===== src/rtl/nios2_oci_trace_pkg.sv =====
// Shared definitions for the OCI trace capture stage: state encodings and
// small constant/arithmetic helpers used by the FIFO and the top level.
package nios2_oci_trace_pkg;

  typedef enum logic [1:0] {
    ST_RUN    = 2'd0,
    ST_ENDING = 2'd1,
    ST_DONE   = 2'd2,
    ST_ABORT  = 2'd3
  } trace_state_t;

  function automatic int clog2(input int value);
    int result;
    int v;
    result = 0;
    v = value - 1;
    while (v > 0) begin
      result = result + 1;
      v = v >> 1;
    end
    return result;
  endfunction

  // Increment that sticks at the all-ones value of a width-bit counter.
  function automatic logic [63:0] sat_inc(input logic [63:0] value, input int width);
    logic [63:0] max_val;
    max_val = {64{1'b1}} >> (64 - width);
    return (value >= max_val) ? value : value + 64'd1;
  endfunction

endpackage


===== src/rtl/nios2_oci_trace_fifo.sv =====
// First-word-fall-through FIFO: array storage with a registered head entry,
// so a word pushed in one cycle is visible at rd_data in the next.
module nios2_oci_trace_fifo
  import nios2_oci_trace_pkg::*;
#(
  parameter int DEPTH = 16,
  parameter int WIDTH = 34,
  localparam int AW    = clog2(DEPTH),
  localparam int LVL_W = AW + 1
) (
  input  logic             clk,
  input  logic             srst,
  input  logic             clr,
  input  logic             push,
  input  logic [WIDTH-1:0] wr_data,
  input  logic             pop,
  output logic [WIDTH-1:0] rd_data,
  output logic             full,
  output logic             empty,
  output logic [LVL_W-1:0] level
);

  logic [WIDTH-1:0] mem [DEPTH];
  logic [AW-1:0]    wr_ptr_reg;
  logic [AW-1:0]    rd_ptr_reg;
  logic [AW-1:0]    rd_ptr_inc;
  logic [LVL_W-1:0] level_reg;
  logic [WIDTH-1:0] head_reg;
  logic             do_push;
  logic             do_pop;

  assign empty      = (level_reg == '0);
  assign full       = (level_reg == LVL_W'(DEPTH));
  assign do_pop     = pop & ~empty;
  assign do_push    = push & (~full | do_pop);
  assign rd_ptr_inc = rd_ptr_reg + AW'(1);
  assign level      = level_reg;
  assign rd_data    = head_reg;

  always_ff @(posedge clk) begin
    if (do_push) begin
      mem[wr_ptr_reg] <= wr_data;
    end
  end

  always_ff @(posedge clk) begin
    if (srst || clr) begin
      wr_ptr_reg <= '0;
      rd_ptr_reg <= '0;
      level_reg  <= '0;
      head_reg   <= '0;
    end else begin
      if (do_push) begin
        wr_ptr_reg <= wr_ptr_reg + AW'(1);
      end
      if (do_pop) begin
        rd_ptr_reg <= rd_ptr_inc;
      end
      if (do_push && !do_pop) begin
        level_reg <= level_reg + LVL_W'(1);
      end else if (do_pop && !do_push) begin
        level_reg <= level_reg - LVL_W'(1);
      end
      // Incoming word bypasses storage when it becomes the new head.
      if (do_push && (empty || (do_pop && level_reg == LVL_W'(1)))) begin
        head_reg <= wr_data;
      end else if (do_pop && level_reg > LVL_W'(1)) begin
        head_reg <= mem[rd_ptr_inc];
      end
    end
  end

endmodule


===== src/rtl/nios2_oci_trace_capture.sv =====
// Capture stage for Nios II OCI compressed trace frames: write gating,
// frame/drop accounting and the end-of-test drain/abort state machine.
module nios2_oci_trace_capture
  import nios2_oci_trace_pkg::*;
#(
  parameter int DCT_W     = 30,
  parameter int CNT_W     = 4,
  parameter int DEPTH     = 16,
  parameter int TOT_W     = 32,
  parameter bit DROP_ZERO = 1'b1,
  localparam int LVL_W    = clog2(DEPTH) + 1
) (
  input  logic                   clk,
  input  logic                   reset,
  input  logic [DCT_W-1:0]       dct_buffer,
  input  logic [CNT_W-1:0]       dct_count,
  input  logic                   dct_valid,
  input  logic                   test_ending,
  input  logic                   test_has_ended,
  output logic [DCT_W+CNT_W-1:0] rd_data,
  output logic                   rd_valid,
  input  logic                   rd_ready,
  output logic [LVL_W-1:0]       fill_level,
  output logic [TOT_W-1:0]       frame_total,
  output logic [TOT_W-1:0]       drop_count,
  output logic                   overflow,
  output logic [1:0]             state,
  output logic                   trace_done
);

  trace_state_t     state_reg;
  trace_state_t     state_next;
  logic [TOT_W-1:0] frame_total_reg;
  logic [TOT_W-1:0] drop_count_reg;
  logic             overflow_reg;
  logic             trace_done_reg;
  logic             fifo_full;
  logic             fifo_empty;
  logic             fifo_clr;
  logic             rd_fire;
  logic             candidate;
  logic             wr_en;
  logic             drop_en;

  assign rd_valid  = ~fifo_empty;
  assign rd_fire   = rd_valid & rd_ready;
  assign fifo_clr  = (state_reg == ST_ABORT);
  // An abrupt end in this cycle already blocks the frame, keeping counters frozen.
  assign candidate = dct_valid && (state_reg == ST_RUN) && !test_has_ended &&
                     !(DROP_ZERO && (dct_count == '0));
  assign wr_en     = candidate & (~fifo_full | rd_fire);
  assign drop_en   = candidate & fifo_full & ~rd_fire;

  nios2_oci_trace_fifo #(
    .DEPTH (DEPTH),
    .WIDTH (DCT_W + CNT_W)
  ) u_fifo (
    .clk     (clk),
    .srst    (reset),
    .clr     (fifo_clr),
    .push    (wr_en),
    .wr_data ({dct_count, dct_buffer}),
    .pop     (rd_ready),
    .rd_data (rd_data),
    .full    (fifo_full),
    .empty   (fifo_empty),
    .level   (fill_level)
  );

  always_comb begin
    state_next = state_reg;
    if (test_has_ended) begin
      state_next = ST_ABORT;
    end else begin
      case (state_reg)
        ST_RUN:    if (test_ending) state_next = ST_ENDING;
        ST_ENDING: if (fill_level == '0) state_next = ST_DONE;
        default:   state_next = state_reg;
      endcase
    end
  end

  always_ff @(posedge clk) begin
    if (reset) begin
      state_reg       <= ST_RUN;
      trace_done_reg  <= 1'b0;
      frame_total_reg <= '0;
      drop_count_reg  <= '0;
      overflow_reg    <= 1'b0;
    end else begin
      state_reg      <= state_next;
      trace_done_reg <= (state_next == ST_DONE) || (state_next == ST_ABORT);
      if (wr_en) begin
        frame_total_reg <= TOT_W'(sat_inc(64'(frame_total_reg), TOT_W));
      end
      if (drop_en) begin
        drop_count_reg <= TOT_W'(sat_inc(64'(drop_count_reg), TOT_W));
        overflow_reg   <= 1'b1;
      end
    end
  end

  assign state       = state_reg;
  assign trace_done  = trace_done_reg;
  assign frame_total = frame_total_reg;
  assign drop_count  = drop_count_reg;
  assign overflow    = overflow_reg;

endmodule

===== config.mk =====
export PLATFORM = sky130hd
export DESIGN_NAME = nios2_oci_trace_capture
export DESIGN_NICKNAME = d
export VERILOG_FILES = /design/src/rtl/nios2_oci_trace_pkg.sv /design/src/rtl/nios2_oci_trace_fifo.sv /design/src/rtl/nios2_oci_trace_capture.sv
export SDC_FILE = /design/constraint.sdc
export NUM_CORES = 1
export LEC_CHECK = 0
export CORE_ASPECT_RATIO = 1.25
export CORE_MARGIN = 4
export CORE_UTILIZATION = 59
export CTS_CLUSTER_DIAMETER = 60
export DETAILED_ROUTE_END_ITERATION = 7
export GPL_ROUTABILITY_DRIVEN = 0
export HOLD_SLACK_MARGIN = 0.1
export PLACE_DENSITY = 0.86
export SLEW_MARGIN = 30
export SYNTH_ARGS = -nofsm -noshare
export SYNTH_HDL_FRONTEND = slang
export SYNTH_SLANG_ARGS = --single-unit
export TNS_END_PERCENT = 50

===== constraint.sdc =====
create_clock -name clk -period 5.72 [get_ports clk]
set_clock_uncertainty 0.05 [all_clocks]
set_input_delay 1.144 -clock clk [delete_from_list [all_inputs] [get_ports clk]]
set_output_delay 1.144 -clock clk [all_outputs]
set_load 0.03 [all_outputs]

==> metrics.cfg <==
[outcome]
outcome = completed

[cts]
cts_tree = done
ctsHoldBuffers = 0
numCtsBuffers = 60
post_cts_buffers = 0
clkLatencyLatePin_ps = 640
clkTransAtPathRegs_ps = 60
cts_root_buffer = clkbuf_16
post_cts_resized = 0
h-tree-depth = 2
clockBufferDepth = 3
numClockSinks = 659

[cells_and_area]
final_area_mm2 = 0.0303
nets = 1667
regMostFlops = u_fifo.mem
area_growth_pct = 16.1
fillers = 2597
largest_register_ffs = 544
final_layout_size_suffix_gt1_share_pct = 18.3

[timing]
worstMarginPinSlew_ps = 866
min_period_over_period_pct = 73.5
slew_headroom_pct = 42.0
holdWs_ps = 457
fin_ws_ps = 1520
fin_setup_tns_ps = 0
finalCriticalPeriod_ps = 4200
setup_violations = 0
max_freq_ghz = 0.238
slew_violations = 0
rsz0062_at_grt = no
hold_viol = 0

[critical_path]
worstReg2RegStart = state[1]
cp-end-kind = flop
reg2reg_depth = 6
cp-endpoint = u_fifo.mem[10][33]
r2r_end = u_fifo.mem[10][33]
arrival_ps = 4430
critPathRequiredTime_ps = 5950
cp-start-kind = primary input
rrSetupSlack_ps = 2280
startpoint = dct_count[3]
setup.worst_path.class = in2reg
crit_fanout = 22

[drt]
drt-wirelength-per-cell_um = 27.9
antenna_left = 0
drtIter0Drc = 1466
vias_per_cell = 6.72
routed_wirelength_um = 62200
drcViolationCount = 0
drtPass1Iterations = 5
vias = 14993

[pwr]
leakagePower_uw = 0.00906
powerDensity_mw_per_mm2 = 414
ir_drop_mv = 0.421
total_power_uw = 12500

[global_routing]
antenna_found_initial = 1
grt_pass1_wl_um = 94600
grt_use_total_pct = 26.1
overflow = 0
grt_max_degree = 103
grt_pass1_vias = 15230

[logic_synthesis]
synth-seq-cells = 659
synth_top_area_cell = edfxtp_1
synthFlopType = edfxtp_1
seq_area_frac_synth_pct = 71.5
synth_nets = 1513
synth.top_cells.by_count = edfxtp_1, mux4_2, dfxtp_1
yosysMostFrequentCell = edfxtp_1
synth_area_leaders = edfxtp_1, mux4_2, dfxtp_1
ys_types = 55
ys.warnings.count = 0
async_flop_share_pct = 0
netlist_instances = 1461
syn_area_mm2 = 0.0261
yosys.area.top_type_share_pct = 62.7
syn_avg_cell_area_um2 = 17.8
synth-edff-count = 544

[placed_design]
portBuffers = 147
place_area_mm2 = 0.0283
dp_slack_ps = 1000
hpwl_um = 33500

[run]
maxCapViolations = 0

[floorplan]
core_mm2 = 0.0434
io_pins = 148
die_area_mm2 = 0.0476
die_y_um = 243
rows = 85
initial_core_util_pct = 60.1
die_x_um = 196

[worst_hold_path]
hold_path_class = reg2reg

-- metal layers --
metal  wire length (um)  up-vias  global-route usage [%]  share of wire, %
li1                   -     6301                       -                 -
met1              22300     7649                    34.1                36
met2              31900      889                    43.8                51
met3               5690      154                    5.74               9.1
met4               2380        0                    9.51               3.8
met5                  0        -                       0                 0
-- power by group --
group / internal (uW) / leakage, uW / switching [uW]
combinational: 1430 / 0.00229 / 1600
sequential: 5310 / 0.00582 / 173
clock: 2230 / 0.000954 / 1810
total: 8960 / 0.00906 / 3580
-- layout make-up --
type	instances	area, um2	area share (%)
tap	565	707	2.33
inverter	15	56.3	0.186
clock buffer	75	1600	5.28
timing repair buffer	176	1750	5.77
multi-input combinational	703	7160	23.6
clock inverter	37	369	1.22
antenna	1	2.50	0.00826
sequential	659	18600	61.6
-- critical path: stages --
cell and delay (ps):
clkdlybuf4s50_1 830, or4_2 290, nand2_1 170, a21oi_1 600, nand2_1 400, nor2_4 520
buf_4 480
-- cells by family after synthesis --
kind of cell | count (synthesis) | share of synthesized area (%)
XOR/XNOR | 15 | 0.504
flip-flops | 659 | 71.5
multiplexers | 211 | 14.6
adder cells (fa/ha/maj) | 12 | 0.576
buffers and inverters | 99 | 1.73
AO/OA/AOI/OAI | 237 | 5.92
AND/OR/NAND/NOR | 228 | 5.14
-- stage by stage --
stage,cells,utilization [%]
2_1_floorplan,1461,-
3_3_place_gp,2117,65.2
3_5_place_dp,2118,65.2
4_1_cts,2230,69.8
5_1_grt,2231,69.8
6_report,2231,69.8
-- worst min path at each step --
| stage | from | endpoint | cells past startpoint |
|---|---|---|---|
| finish | frame_total[31] | frame_total[31] | 2 |
| global route | frame_total[31] | frame_total[31] | 2 |
| CTS | frame_total[31] | frame_total[31] | 2 |
| detailed placement | frame_total[31] | frame_total[31] | 2 |
| global placement | drop_count[7] | drop_count[7] | 2 |
| floorplan | u_fifo.rd_ptr_reg[1] | u_fifo.rd_ptr_reg[1] | 2 |
-- cell usage in the layout, fill, tap and decap left out, types with 34 or more instances in the layout --
cell type	netlist	routed
mux2i_1	71	71
edfxtp_1	544	544
clkdlybuf4s50_1	0	146
o22a_1	34	34
dfxtp_1	115	114
a21oi_1	66	66
mux4_2	136	136
a22oi_1	34	34
clkbuf_16	0	60
o21ai_0	56	56
Power figures use the tool's default switching activity.
